[config.mk]
export PLATFORM = sky130hd
export DESIGN_NAME = rom_loader
export DESIGN_NICKNAME = d
export VERILOG_FILES = /design/src/rtl/rom_loader.sv
export SDC_FILE = /design/constraint.sdc
export NUM_CORES = 1
export LEC_CHECK = 0
export CAP_MARGIN = 20
export CORE_AREA = 5 5 86 88
export DETAILED_ROUTE_END_ITERATION = 8
export DIE_AREA = 0 0 91 93
export MAX_ROUTING_LAYER = met4
export PLACE_DENSITY = 0.72
export SYNTH_ARGS = -nofsm -noshare
export SYNTH_HDL_FRONTEND = slang
export SYNTH_SLANG_ARGS = --single-unit
[constraint.sdc]
create_clock -name clock -period 2.9 [get_ports clock]
set_input_delay 0.58 -clock clock [delete_from_list [all_inputs] [get_ports clock]]
set_output_delay 0.58 -clock clock [all_outputs]
set_load 0.005 [all_outputs]
[src/rtl/rom_loader.sv]
// rom_loader: one SPI READ (0x03) from flash streams rom_bytes into the ROM write port; CPU held in reset until done.
// Latency: byte written one clock after its last bit is sampled; done at E0 + clk_div*(2*(32+8*rom_bytes)-1) + 2.
// Backpressure: none, one-clock write strobes; optional running byte sum under ROM_LOADER_CHECKSUM_EN.
module rom_loader #(
   parameter int          rom_bytes    = 8192,
   parameter logic [23:0] flash_offset = 24'h000000,
   parameter int          clk_div      = 2
) (
   input  logic        clock,
   input  logic        reset,
   output logic        flash_csn,
   output logic        flash_sck,
   output logic        flash_mosi,
   input  logic        flash_miso,
   output logic [15:0] wr_addr,
   output logic [7:0]  wr_data,
   output logic        wr_en,
   output logic        done,
   output logic        cpu_reset,
   output logic [7:0]  checksum
);
   localparam int            dw        = (clk_div > 1) ? $clog2(clk_div) : 1;
   localparam logic [dw-1:0] div_max   = dw'(clk_div - 1);
   localparam logic [dw-1:0] div_one   = dw'(1);
   localparam logic [15:0]   last_addr = 16'(rom_bytes - 1);
   localparam logic [31:0]   cmd_word  = {8'h03, flash_offset};

   typedef enum logic [1:0] {s_idle, s_cmd, s_data, s_finish} state_t;

   state_t        state;
   logic [dw-1:0] div_cnt;
   logic [31:0]   cmd_sr;
   logic [7:0]    in_sr;
   logic [4:0]    bit_cnt;
   logic [15:0]   addr_cnt;
   logic          byte_rdy;
   logic          tick;

   assign tick = (div_cnt == div_max);

   always_ff @(posedge clock or posedge reset) begin
      if (reset) begin
         state      <= s_idle;
         flash_csn  <= 1'b1;
         flash_sck  <= 1'b0;
         flash_mosi <= 1'b0;
         wr_en      <= 1'b0;
         wr_addr    <= 16'h0000;
         wr_data    <= 8'h00;
         done       <= 1'b0;
         cpu_reset  <= 1'b1;
         div_cnt    <= '0;
         cmd_sr     <= 32'h0;
         in_sr      <= 8'h00;
         bit_cnt    <= 5'd0;
         addr_cnt   <= 16'h0000;
         byte_rdy   <= 1'b0;
      end else begin
         wr_en    <= 1'b0;
         byte_rdy <= 1'b0;
         case (state)
            s_idle: begin
               flash_csn  <= 1'b0;
               flash_mosi <= cmd_word[31];
               cmd_sr     <= cmd_word;
               div_cnt    <= '0;
               bit_cnt    <= 5'd0;
               addr_cnt   <= 16'h0000;
               state      <= s_cmd;
            end
            s_cmd, s_data: begin
               div_cnt <= tick ? '0 : div_cnt + div_one;
               if (tick) begin
                  flash_sck <= ~flash_sck;
                  if (!flash_sck) begin
                     // rising SCK edge: sample MISO (data phase only)
                     if (state == s_data) begin
                        in_sr <= {in_sr[6:0], flash_miso};
                        if (bit_cnt[2:0] == 3'd7) begin
                           bit_cnt  <= 5'd0;
                           byte_rdy <= 1'b1;
                        end else begin
                           bit_cnt <= bit_cnt + 5'd1;
                        end
                     end
                  end else if (state == s_cmd) begin
                     cmd_sr     <= {cmd_sr[30:0], 1'b0};
                     flash_mosi <= cmd_sr[30];
                     bit_cnt    <= bit_cnt + 5'd1;
                     if (bit_cnt == 5'd31) begin
                        state      <= s_data;
                        flash_mosi <= 1'b0;
                        bit_cnt    <= 5'd0;
                     end
                  end
               end
               if (byte_rdy) begin
                  wr_en    <= 1'b1;
                  wr_addr  <= addr_cnt;
                  wr_data  <= in_sr;
                  addr_cnt <= addr_cnt + 16'd1;
                  if (addr_cnt == last_addr) state <= s_finish;
               end
            end
            default: begin
               flash_csn  <= 1'b1;
               flash_sck  <= 1'b0;
               flash_mosi <= 1'b0;
               done       <= 1'b1;
               cpu_reset  <= 1'b0;
            end
         endcase
      end
   end

`ifdef ROM_LOADER_CHECKSUM_EN
   always_ff @(posedge clock or posedge reset) begin
      if (reset) begin
         checksum <= 8'h00;
      end else if (state == s_idle) begin
         checksum <= 8'h00;
      end else if (byte_rdy && state == s_data) begin
         checksum <= checksum + in_sr;
      end
   end
`else
   assign checksum = 8'h00;
`endif

endmodule

==> flow_summary.yaml, run 1 <==
outcome:
  outcome: "completed"
critical_path:
  worst_r2r_startpoint: "state[1]$_DFFE_PP0P_"
  worst_ep_arrival_time_ps: 2410
  cp_data_required_time_ps: 3120
  critPathLaunch: "state[1]$_DFFE_PP0P_"
  worstSetupStartpointType: "register"
  worst-path-max-fanout: 20
  worstSetupPathType: "reg -> reg"
  end_kind: "register"
route:
  drc: 0
  drt_wl_total_um: 5780
  routed_via_density: 5.10
  vias: 2227
  drtPass1Iterations: 5
  routedWlPerCell_um: 13.2
  final_antenna_net_count: 0
  drt-initial-drc-count: 107
grt:
  grt_antenna_before_repair: 0
  globalRouteOverflowTotal: 0
  grt_start_max_net_pins: 33
  via_count_of_the_first_global_routing_pass: 2091
  global_route_wire_length_before_repair_um: 9780
  groute.usage.overall: 0.147
cells_and_area:
  synthToLayoutAreaGrowth_pct: 20.0
  final_layout_size_suffix_gt1_frac: 0.112
  register_area_mm2: 0.00175
  antenna_cells_inserted: 0
  n_fill_cell: 569
  final_nets: 364
  multiInputGateArea_mm2: 0.00126
yosys:
  synthDominantAreaCellType: "sky130_fd_sc_hd__dfrtp_1"
  ys_ff_latch: 70
  synth.yosys.warnings: 0
  synth-async-reset-ratio: 1.00
  synth_edf_count: 0
  ys_dominant_reg_cell: "sky130_fd_sc_hd__dfrtp_1"
  synth.lib_cells_used.distinct: 44
  synthDominantCellAreaShare: 0.540
  post_synth_main_area_contributors: "sky130_fd_sc_hd__dfrtp_1, sky130_fd_sc_hd__nand2_1, sky130_fd_sc_hd__mux2i_1, sky130_fd_sc_hd__ha_1, sky130_fd_sc_hd__mux2_2"
  synth_cells: 316
  yosysSeqAreaShare: 0.557
  synthesis.area_mm2: 0.00315
  syn_avg_cell_area_um2: 9.97
timing:
  setup_tns_ps: 0
  slew_headroom: 0.649
  post-route-worst-setup-slack_ps: 709
  worst_margin_slew_ps: 527
  setup-violations-final: 0
  finClkSkew_ps: 7.13
  setup_repair_after_global_routing_missed_its_margin: "false"
  timing_max_transition_violations_final: 0
  max_clock_freq_mhz: 456
  post-route-min-period_ps: 2190
  layout_worst_path_cycle_share: 0.756
  finalHoldWorstSlack_ps: 465
  number_of_failing_hold_endpoints_at_the_final_stage: 0
clock_tree:
  cts-buffers-inserted: 9
  cts_post_setup_buffers_inserted: 0
  clkTransAtPathRegs_ps: 70
  post_cts_resized: 0
  cts_buffer_depth: 2
  clock_insertion_delay_worst_skew_ps: 350
  clock_sinks: 70
  htree_levels: 3
  clock_tree.root_cell: "sky130_fd_sc_hd__clkbuf_8"
  cts.hold.buffers_added: 0
  cts_tree: "done"
floorplanning:
  rows: 30
  initial_core_utilization: 0.480
  die-area_mm2: 0.00846
  io_pins: 41
  chip_height_um: 93
  dieWidth_um: 91
  core_region_area_mm2: 0.00657
power_and_ir_drop:
  post-layout-total-power_mw: 1.96
  p_leak_nw: 1.88
  vdd.ir_drop.worst_mv: 0.308
  power.density_mw_per_mm2: 518
worst_hold_path:
  holdCritStartpoint: "done$_DFFE_PP0N_"
  holdCritPathClass: "reg -> reg"
placement:
  io_buffer_count: 32
  gp_congestion: 0.737
  hpwlAfterDp_um: 3980
  place_ws_ps: 691
job:
  maxCapViolations: 0
## flip-flops by register name, summed over array words and instances, names as in the netlist
name / cells
flash_mosi: 1
wr_data: 8
flash_csn: 1
flash_sck: 1
cpu_reset: 1
wr_addr: 16
div_cnt: 1
state: 2
done: 1
wr_en: 1
in_sr: 8
cmd_sr: 7
bit_cnt: 5
addr_cnt: 16
byte_rdy: 1
## worst max-delay path, stage by stage (launching register included)
cell and delay (ps):
sky130_fd_sc_hd__dfrtp_1 420, sky130_fd_sc_hd__inv_1 90, sky130_fd_sc_hd__ha_1 310, sky130_fd_sc_hd__buf_4 250, sky130_fd_sc_hd__nand2b_1 480, sky130_fd_sc_hd__and2_1 390
sky130_fd_sc_hd__o21ai_0 140
## metal layers
| metal | up-vias | GRT usage | wire length, um |
|---|---|---|---|
| met5 | - | - | 0 |
| met4 | 0 | 0.0697 | 73 |
| met2 | 41 | 0.221 | 2620 |
| li1 | 1111 | - | - |
| met3 | 7 | 0.0290 | 248 |
| met1 | 1068 | 0.193 | 2840 |
## placed cells by master, fill, tap and decap left out, types with 3 or more instances in the layout
cell,count
sky130_fd_sc_hd__ha_1,9
sky130_fd_sc_hd__clkdlybuf4s50_1,32
sky130_fd_sc_hd__mux2_2,8
sky130_fd_sc_hd__clkbuf_8,9
sky130_fd_sc_hd__nor2b_1,3
sky130_fd_sc_hd__dfrtp_1,68
sky130_fd_sc_hd__and3_1,5
sky130_fd_sc_hd__a22o_1,3
sky130_fd_sc_hd__nand4_1,5
sky130_fd_sc_hd__nand2_1,109
sky130_fd_sc_hd__mux2i_1,12
sky130_fd_sc_hd__nor2_1,6
sky130_fd_sc_hd__bufinv_16,3
sky130_fd_sc_hd__nand2b_1,3
sky130_fd_sc_hd__conb_1,8
sky130_fd_sc_hd__o211ai_1,3
sky130_fd_sc_hd__inv_1,12
sky130_fd_sc_hd__o21ai_0,12
sky130_fd_sc_hd__buf_4,3
sky130_fd_sc_hd__nand3_1,9
## cell families after synthesis
kind of cell               Yosys count  share of synthesized area
buffers and inverters               32                     0.0500
xor gates and xnor gates             2                    0.00556
DFF                                 70                      0.557
and+or+nand+nor                    153                      0.223
muxes                               20                     0.0667
AOI/OAI and AO/OA                   29                     0.0608
adders and majority gates            9                     0.0357
other                                1                    0.00119
## final timing paths
check                                              end  slack, ps  cells past startpoint
worst max-delay path            cmd_sr[27]$_DFFE_PP0P_        710                      6
worst min-delay path                  done$_DFFE_PP0N_        470                      1
worst max register to register  cmd_sr[27]$_DFFE_PP0P_        710                      6
worst min register to register        done$_DFFE_PP0N_        470                      1
max in group asynchronous       wr_addr[4]$_DFFE_PP0P_       1740                      3
min in group asynchronous         in_sr[0]$_DFFE_PP0P_        540                      2
## per-stage QoR
step	utilization	std cells	area, um2
finish	0.576	437	3780
global route	0.576	437	3780
CTS	0.576	437	3780
detailed placement	0.538	421	3530
global placement	0.538	421	3530
floorplan	-	323	3180
## area by class of cell
type | instances | share of cell area
clock buffers | 9 | 0.0328
clock inverters | 7 | 0.0324
inverters | 14 | 0.0139
multi-input cells | 221 | 0.335
flip-flops and latches | 70 | 0.464
well taps | 80 | 0.0265
repair buffers | 36 | 0.0960
## where the power goes
group	leakage [nW]	switching, mW	internal, mW
Combinational	0.815	0.0218	0.00658
Sequential	0.954	0.000480	0.976
Clock	0.116	0.382	0.573
## synthesized netlist by cell type (all sizes together) (2+ instances only)
master and instances:
nor3 2, clkbuf 5, or2 2, buf 13, nor2b 3, mux2 8
nand2 109, xnor2 2, dfrtp 68, dfstp 2, nand4 6, inv 14
ha 9, o31ai 2, mux2i 12, and3 5, a21oi 2, nand3 10
nand2b 3, o211ai 3, nor2 6, o21ai 13, and4 2, nor4 2
a31oi 2, a22o 3
No activity file was read; power rests on OpenSTA's default activity.
==> run 2, diff against run 1 <==
- CORE_AREA: 5 5 86 88 -> 5 5 87 89
- DIE_AREA: 0 0 91 93 -> 0 0 92 94
- PLACE_DENSITY: 0.72 -> 0.73
- clock period: 2.9 -> 2 ns (I/O delays scaled with it)
==> flow_summary.yaml, run 2 (synthesized netlist as in run 1, its figures left out) <==
power_and_ir_drop:
  power.switching_uw: 563
  swShare: 0.189
  power_report.internal_total_mw: 2.41
  p_comb_frac: 0.013
  seq_power_share: 0.476
  p_leak_nw: 1.94
  power.density_mw_per_mm2: 771
  post-layout-total-power_mw: 2.97
  vdd.ir_drop.worst_mv: 0.334
  clock_power_share: 0.510
route:
  vias: 2246
  drt-initial-drc-count: 114
  drt_wl_total_um: 6070
  routed_via_density: 5.08
  final_antenna_net_count: 0
  routedWlPerCell_um: 13.7
  drc: 0
  drtPass1Iterations: 4
timing:
  number_of_failing_hold_endpoints_at_the_final_stage: 0
  setup_repair_after_global_routing_missed_its_margin: "false"
  setup_tns_ps: 0
  max_clock_freq_mhz: 539
  layout_worst_path_cycle_share: 0.927
  post-route-min-period_ps: 1850
  setup-violations-final: 0
  post-route-worst-setup-slack_ps: 146
  timing_max_transition_violations_final: 0
  finClkSkew_ps: 8.58
critical_path:
  end_kind: "register"
  reg2reg_setup_slack_ps: 150
  cp-endpoint: "addr_cnt[10]$_DFFE_PP0P_"
  worst_ep_arrival_time_ps: 2090
  critPathLaunch: "state[0]$_DFFE_PP0P_"
  worstSetupPathType: "reg -> reg"
  crit-reg2reg-capture: "addr_cnt[10]$_DFFE_PP0P_"
  cp_data_required_time_ps: 2230
  worst-path-max-fanout: 6
  r2r_cells: 6
  worst_r2r_startpoint: "state[0]$_DFFE_PP0P_"
  worstSetupStartpointType: "register"
cells_and_area:
  largest_registers_in_the_final_layout: "addr_cnt x16, wr_addr x16"
  mostFrequentLayoutCell: "sky130_fd_sc_hd__nand2_1"
  synthToLayoutAreaGrowth_pct: 22.4
  post-route-util: 0.577
  leading_cell_types_in_the_layout_fill_and_taps_excluded: "sky130_fd_sc_hd__nand2_1, sky130_fd_sc_hd__dfrtp_1, sky130_fd_sc_hd__clkdlybuf4s50_1"
  final_layout_size_suffix_gt1_frac: 0.133
  final_nets: 369
  antenna_cells_inserted: 0
clock_tree:
  clock_tree.root_cell: "sky130_fd_sc_hd__clkbuf_8"
  clkTransAtPathRegs_ps: 70
  cts_tree: "done"
  clock_insertion_delay_worst_skew_ps: 350
  cts_post_setup_buffers_inserted: 0
  cts_buffer_depth: 2
  cts-buffers-inserted: 9
  htree_levels: 3
  clock_sinks: 70
floorplanning:
  chip_height_um: 94
  initial_core_utilization: 0.472
  dieWidth_um: 92
  die-area_mm2: 0.00865
  io_pins: 41
  core_region_area_mm2: 0.00668
  rows: 30
placement:
  gp_congestion: 0.817
  place_ws_ps: 72.2
  io_buffer_count: 32
  hpwlAfterDp_um: 4130
grt:
  globalRouteOverflowTotal: 0
  groute.usage.overall: 0.154
  global_route_wire_length_before_repair_um: 10200
  via_count_of_the_first_global_routing_pass: 2235
  grt_start_max_net_pins: 71
  grt_antenna_before_repair: 0
outcome:
  outcome: "completed"
job:
  maxCapViolations: 0
worst_hold_path:
  holdCritPathClass: "reg -> reg"
run 2: per-stage QoR:
step,hold slack [ps],area [um2],cells
final,463,3860,442
after global routing,495,3860,442
after CTS,468,3850,442
after detailed placement,455,3580,426
after global placement,452,3580,426
after floorplan,433,3180,323
run 2: critical path, cell delays in order, from the launching register on:
cell and delay [ps]:
sky130_fd_sc_hd__dfrtp_1 380, sky130_fd_sc_hd__inv_1 110, sky130_fd_sc_hd__ha_2 410, sky130_fd_sc_hd__nand2_1 160
sky130_fd_sc_hd__nor4_4 400, sky130_fd_sc_hd__nand3_1 140, sky130_fd_sc_hd__mux2i_1 140
run 2: what timing repair did:
action / in CTS / in global routing
resized for setup: 0 / 4
hold buffers: 0 / 0
endpoints found under the setup margin: 0 / 26
run 2: how the worst min path moves through the flow:
stage / to / slack, ps / from / depth (start not counted)
after floorplan: wr_data[7]$_DFFE_PP0P_ / 430 / in_sr[7]$_DFFE_PP0P_ / 2
after global placement: wr_data[7]$_DFFE_PP0P_ / 450 / in_sr[7]$_DFFE_PP0P_ / 2
after detailed placement: flash_csn$_DFFE_PP1P_ / 450 / flash_csn$_DFFE_PP1P_ / 2
after CTS: flash_csn$_DFFE_PP1P_ / 470 / flash_csn$_DFFE_PP1P_ / 2
after global routing: flash_csn$_DFFE_PP1P_ / 500 / flash_csn$_DFFE_PP1P_ / 2
final: flash_csn$_DFFE_PP1P_ / 460 / flash_csn$_DFFE_PP1P_ / 2
run 2: layer usage:
layer	share of wire	track usage
met3	0.039	0.0465
met5	0	-
met1	0.47	0.191
met4	0.013	0.0681
met2	0.47	0.235
run 2: cell type report:
cell class / count / area [um2]
clock buffer: 10 / 138
clock inverter: 6 / 133
fill: 566 / 2820
inverter: 14 / 56.3
multi-input combinational: 221 / 1270
sequential: 70 / 1760
tap: 80 / 100
timing repair buffer: 41 / 400
run 2: power groups by stage:
| stage | logic (mW) | registers (mW) | clock network [mW] |
|---|---|---|---|
| floorplan | 0.0365 | 1.44 | 0 |
| global placement | 0.0423 | 1.44 | 0 |
| detailed placement | 0.0425 | 1.44 | 0 |
| CTS | 0.0423 | 1.42 | 1.54 |
| global route | 0.0475 | 1.42 | 1.60 |
| finish | 0.0399 | 1.42 | 1.52 |
==> run 3, diff against run 2 <==
--- a/config.mk
+++ b/config.mk
@@ -7,3 +7,2 @@
 export LEC_CHECK = 0
-export CAP_MARGIN = 20
 export CORE_AREA = 5 5 87 89
==> constraint.sdc (replaced) <==
create_clock -name clock -period 2 [get_ports clock]
set_input_delay 0.3 -clock clock [delete_from_list [all_inputs] [get_ports clock]]
set_output_delay 0.3 -clock clock [all_outputs]
set_load 0.005 [all_outputs]
==> flow_summary.yaml, run 3 (synthesized netlist as in run 1, its figures left out) <==
clock_tree:
  cts-buffers-inserted: 9
  clock_sinks: 70
  clock_insertion_delay_worst_skew_ps: 340
  cts_buffer_depth: 2
  clkTransAtPathRegs_ps: 70
  cts_tree: "done"
  htree_levels: 3
  cts_post_setup_buffers_inserted: 0
  clock_tree.root_cell: "sky130_fd_sc_hd__clkbuf_8"
  cts.hold.buffers_added: 0
grt:
  via_count_of_the_first_global_routing_pass: 2220
  groute.usage.overall: 0.154
  grt_start_max_net_pins: 37
  global_route_wire_length_before_repair_um: 10200
  globalRouteOverflowTotal: 0
  grt_antenna_before_repair: 0
critical_path:
  worstSetupPathType: "reg -> reg"
  r2r_cells: 8
  crit_path_cell_trace: "inv_1 > ha_1 > buf_4 > nand2b_2 > buf_4 > nand2_1 > a31oi_1 > a41o_1"
  worst_r2r_startpoint: "state[1]$_DFFE_PP0P_"
  critical_path_buf_inv_count: 3
  cp_data_required_time_ps: 2240
  worst_ep_arrival_time_ps: 2110
  end_kind: "register"
  crit_slowest_cell: "sky130_fd_sc_hd__dfrtp_1"
  reg2reg_setup_slack_ps: 130
  slowest_stage_delay_on_critical_path_ps: 430
  cpLargestDelayFamily: "buffers and inverters"
  critical_path.most_common_cell: "sky130_fd_sc_hd__buf_4"
  worstSetupStartpointType: "register"
  crit-reg2reg-capture: "addr_cnt[13]$_DFFE_PP0P_"
  worst-path-max-fanout: 9
route:
  vias: 2216
  drt-initial-drc-count: 98
  drtPass1Iterations: 4
  drt_wl_total_um: 5820
  drc: 0
  routedWlPerCell_um: 13.2
  final_antenna_net_count: 0
  routed_via_density: 5.02
timing:
  setup-violations-final: 0
  timing_max_transition_violations_final: 0
  post-route-min-period_ps: 1870
  number_of_failing_hold_endpoints_at_the_final_stage: 0
  setup_tns_ps: 0
  max_clock_freq_mhz: 535
  setup_repair_after_global_routing_missed_its_margin: "false"
  layout_worst_path_cycle_share: 0.934
  finClkSkew_ps: 6.97
cells_and_area:
  leading_cell_types_in_the_layout_fill_and_taps_excluded: "sky130_fd_sc_hd__nand2_1, sky130_fd_sc_hd__dfrtp_1, sky130_fd_sc_hd__clkdlybuf4s50_1"
  synthToLayoutAreaGrowth_pct: 19.2
  largest_registers_in_the_final_layout: "addr_cnt x16, wr_addr x16"
  antenna_cells_inserted: 0
  final_layout_size_suffix_gt1_frac: 0.127
  final_nets: 368
  stdcell_count: 441
  mostFrequentLayoutCell: "sky130_fd_sc_hd__nand2_1"
floorplanning:
  rows: 30
  chip_height_um: 94
  die-area_mm2: 0.00865
  dieWidth_um: 92
  core_region_area_mm2: 0.00668
  initial_core_utilization: 0.472
  io_pins: 41
placement:
  gp_congestion: 0.788
  io_buffer_count: 32
  place.detailed.instances: 425
  hpwlAfterDp_um: 4150
power_and_ir_drop:
  p_leak_nw: 1.89
  power.density_mw_per_mm2: 679
  vdd.ir_drop.worst_mv: 0.342
job:
  maxCapViolations: 0
outcome:
  outcome: "completed"
worst_hold_path:
  holdCritPathClass: "in -> async"
==> run 3: repair_timing <==
item | CTS | global route
endpoints found under the hold margin | 0 | 0
setup endpoints to repair | 0 | 10
resized for setup | 0 | 3
==> run 3: layout make-up <==
class / instances / area [um2]
clock buffer: 9 / 124
fill: 601 / 2930
clock inverter: 7 / 65.1
timing repair buffer: 40 / 380
tap: 80 / 100
sequential: 70 / 1750
inverter: 14 / 56.3
multi-input combinational: 221 / 1270
==> run 3: report_power, final <==
part,internal [mW],switching [mW]
Sequential,1.42,0.000668
Clock,0.566,0.529
Combinational,0.00718,0.0310
Total,1.99,0.560
==> run 3: stage by stage <==
step	power (mW)	hold WS, ps	util	area, um2	setup slack, ps
2_1_floorplan	1.48	433	-	3180	297
3_3_place_gp	1.48	454	0.532	3560	155
3_5_place_dp	1.48	457	0.532	3560	66.8
4_1_cts	2.59	159	0.560	3740	32.9
5_1_grt	2.66	175	0.562	3750	13.2
6_report	2.55	176	0.562	3750	131
==> run 3: worst max-delay path by stage <==
stage | endpoint | cells past startpoint | slack (ps) | from
2_1_floorplan | addr_cnt[13]$_DFFE_PP0P_ | 7 | 300 | state[1]$_DFFE_PP0P_
3_3_place_gp | addr_cnt[13]$_DFFE_PP0P_ | 7 | 160 | state[1]$_DFFE_PP0P_
3_5_place_dp | addr_cnt[13]$_DFFE_PP0P_ | 7 | 70 | state[1]$_DFFE_PP0P_
4_1_cts | addr_cnt[13]$_DFFE_PP0P_ | 7 | 30 | state[1]$_DFFE_PP0P_
5_1_grt | addr_cnt[10]$_DFFE_PP0P_ | 6 | 10 | state[1]$_DFFE_PP0P_
6_report | addr_cnt[13]$_DFFE_PP0P_ | 8 | 130 | state[1]$_DFFE_PP0P_
==> run 3: worst register-to-register path: stages, from the launching register on <==
cell,delay (ps)
sky130_fd_sc_hd__dfrtp_1,430
sky130_fd_sc_hd__inv_1,90
sky130_fd_sc_hd__ha_1,310
sky130_fd_sc_hd__buf_4,180
sky130_fd_sc_hd__nand2b_2,240
sky130_fd_sc_hd__buf_4,200
sky130_fd_sc_hd__nand2_1,70
sky130_fd_sc_hd__a31oi_1,40
sky130_fd_sc_hd__a41o_1,210
==> run 3: layer usage <==
metal	vias to the layer above	track usage	share of wire
met2	35	0.240	0.47
met5	-	-	0
met3	8	0.0505	0.039
met1	1061	0.191	0.48
met4	0	0.0520	0.013
li1	1112	-	-
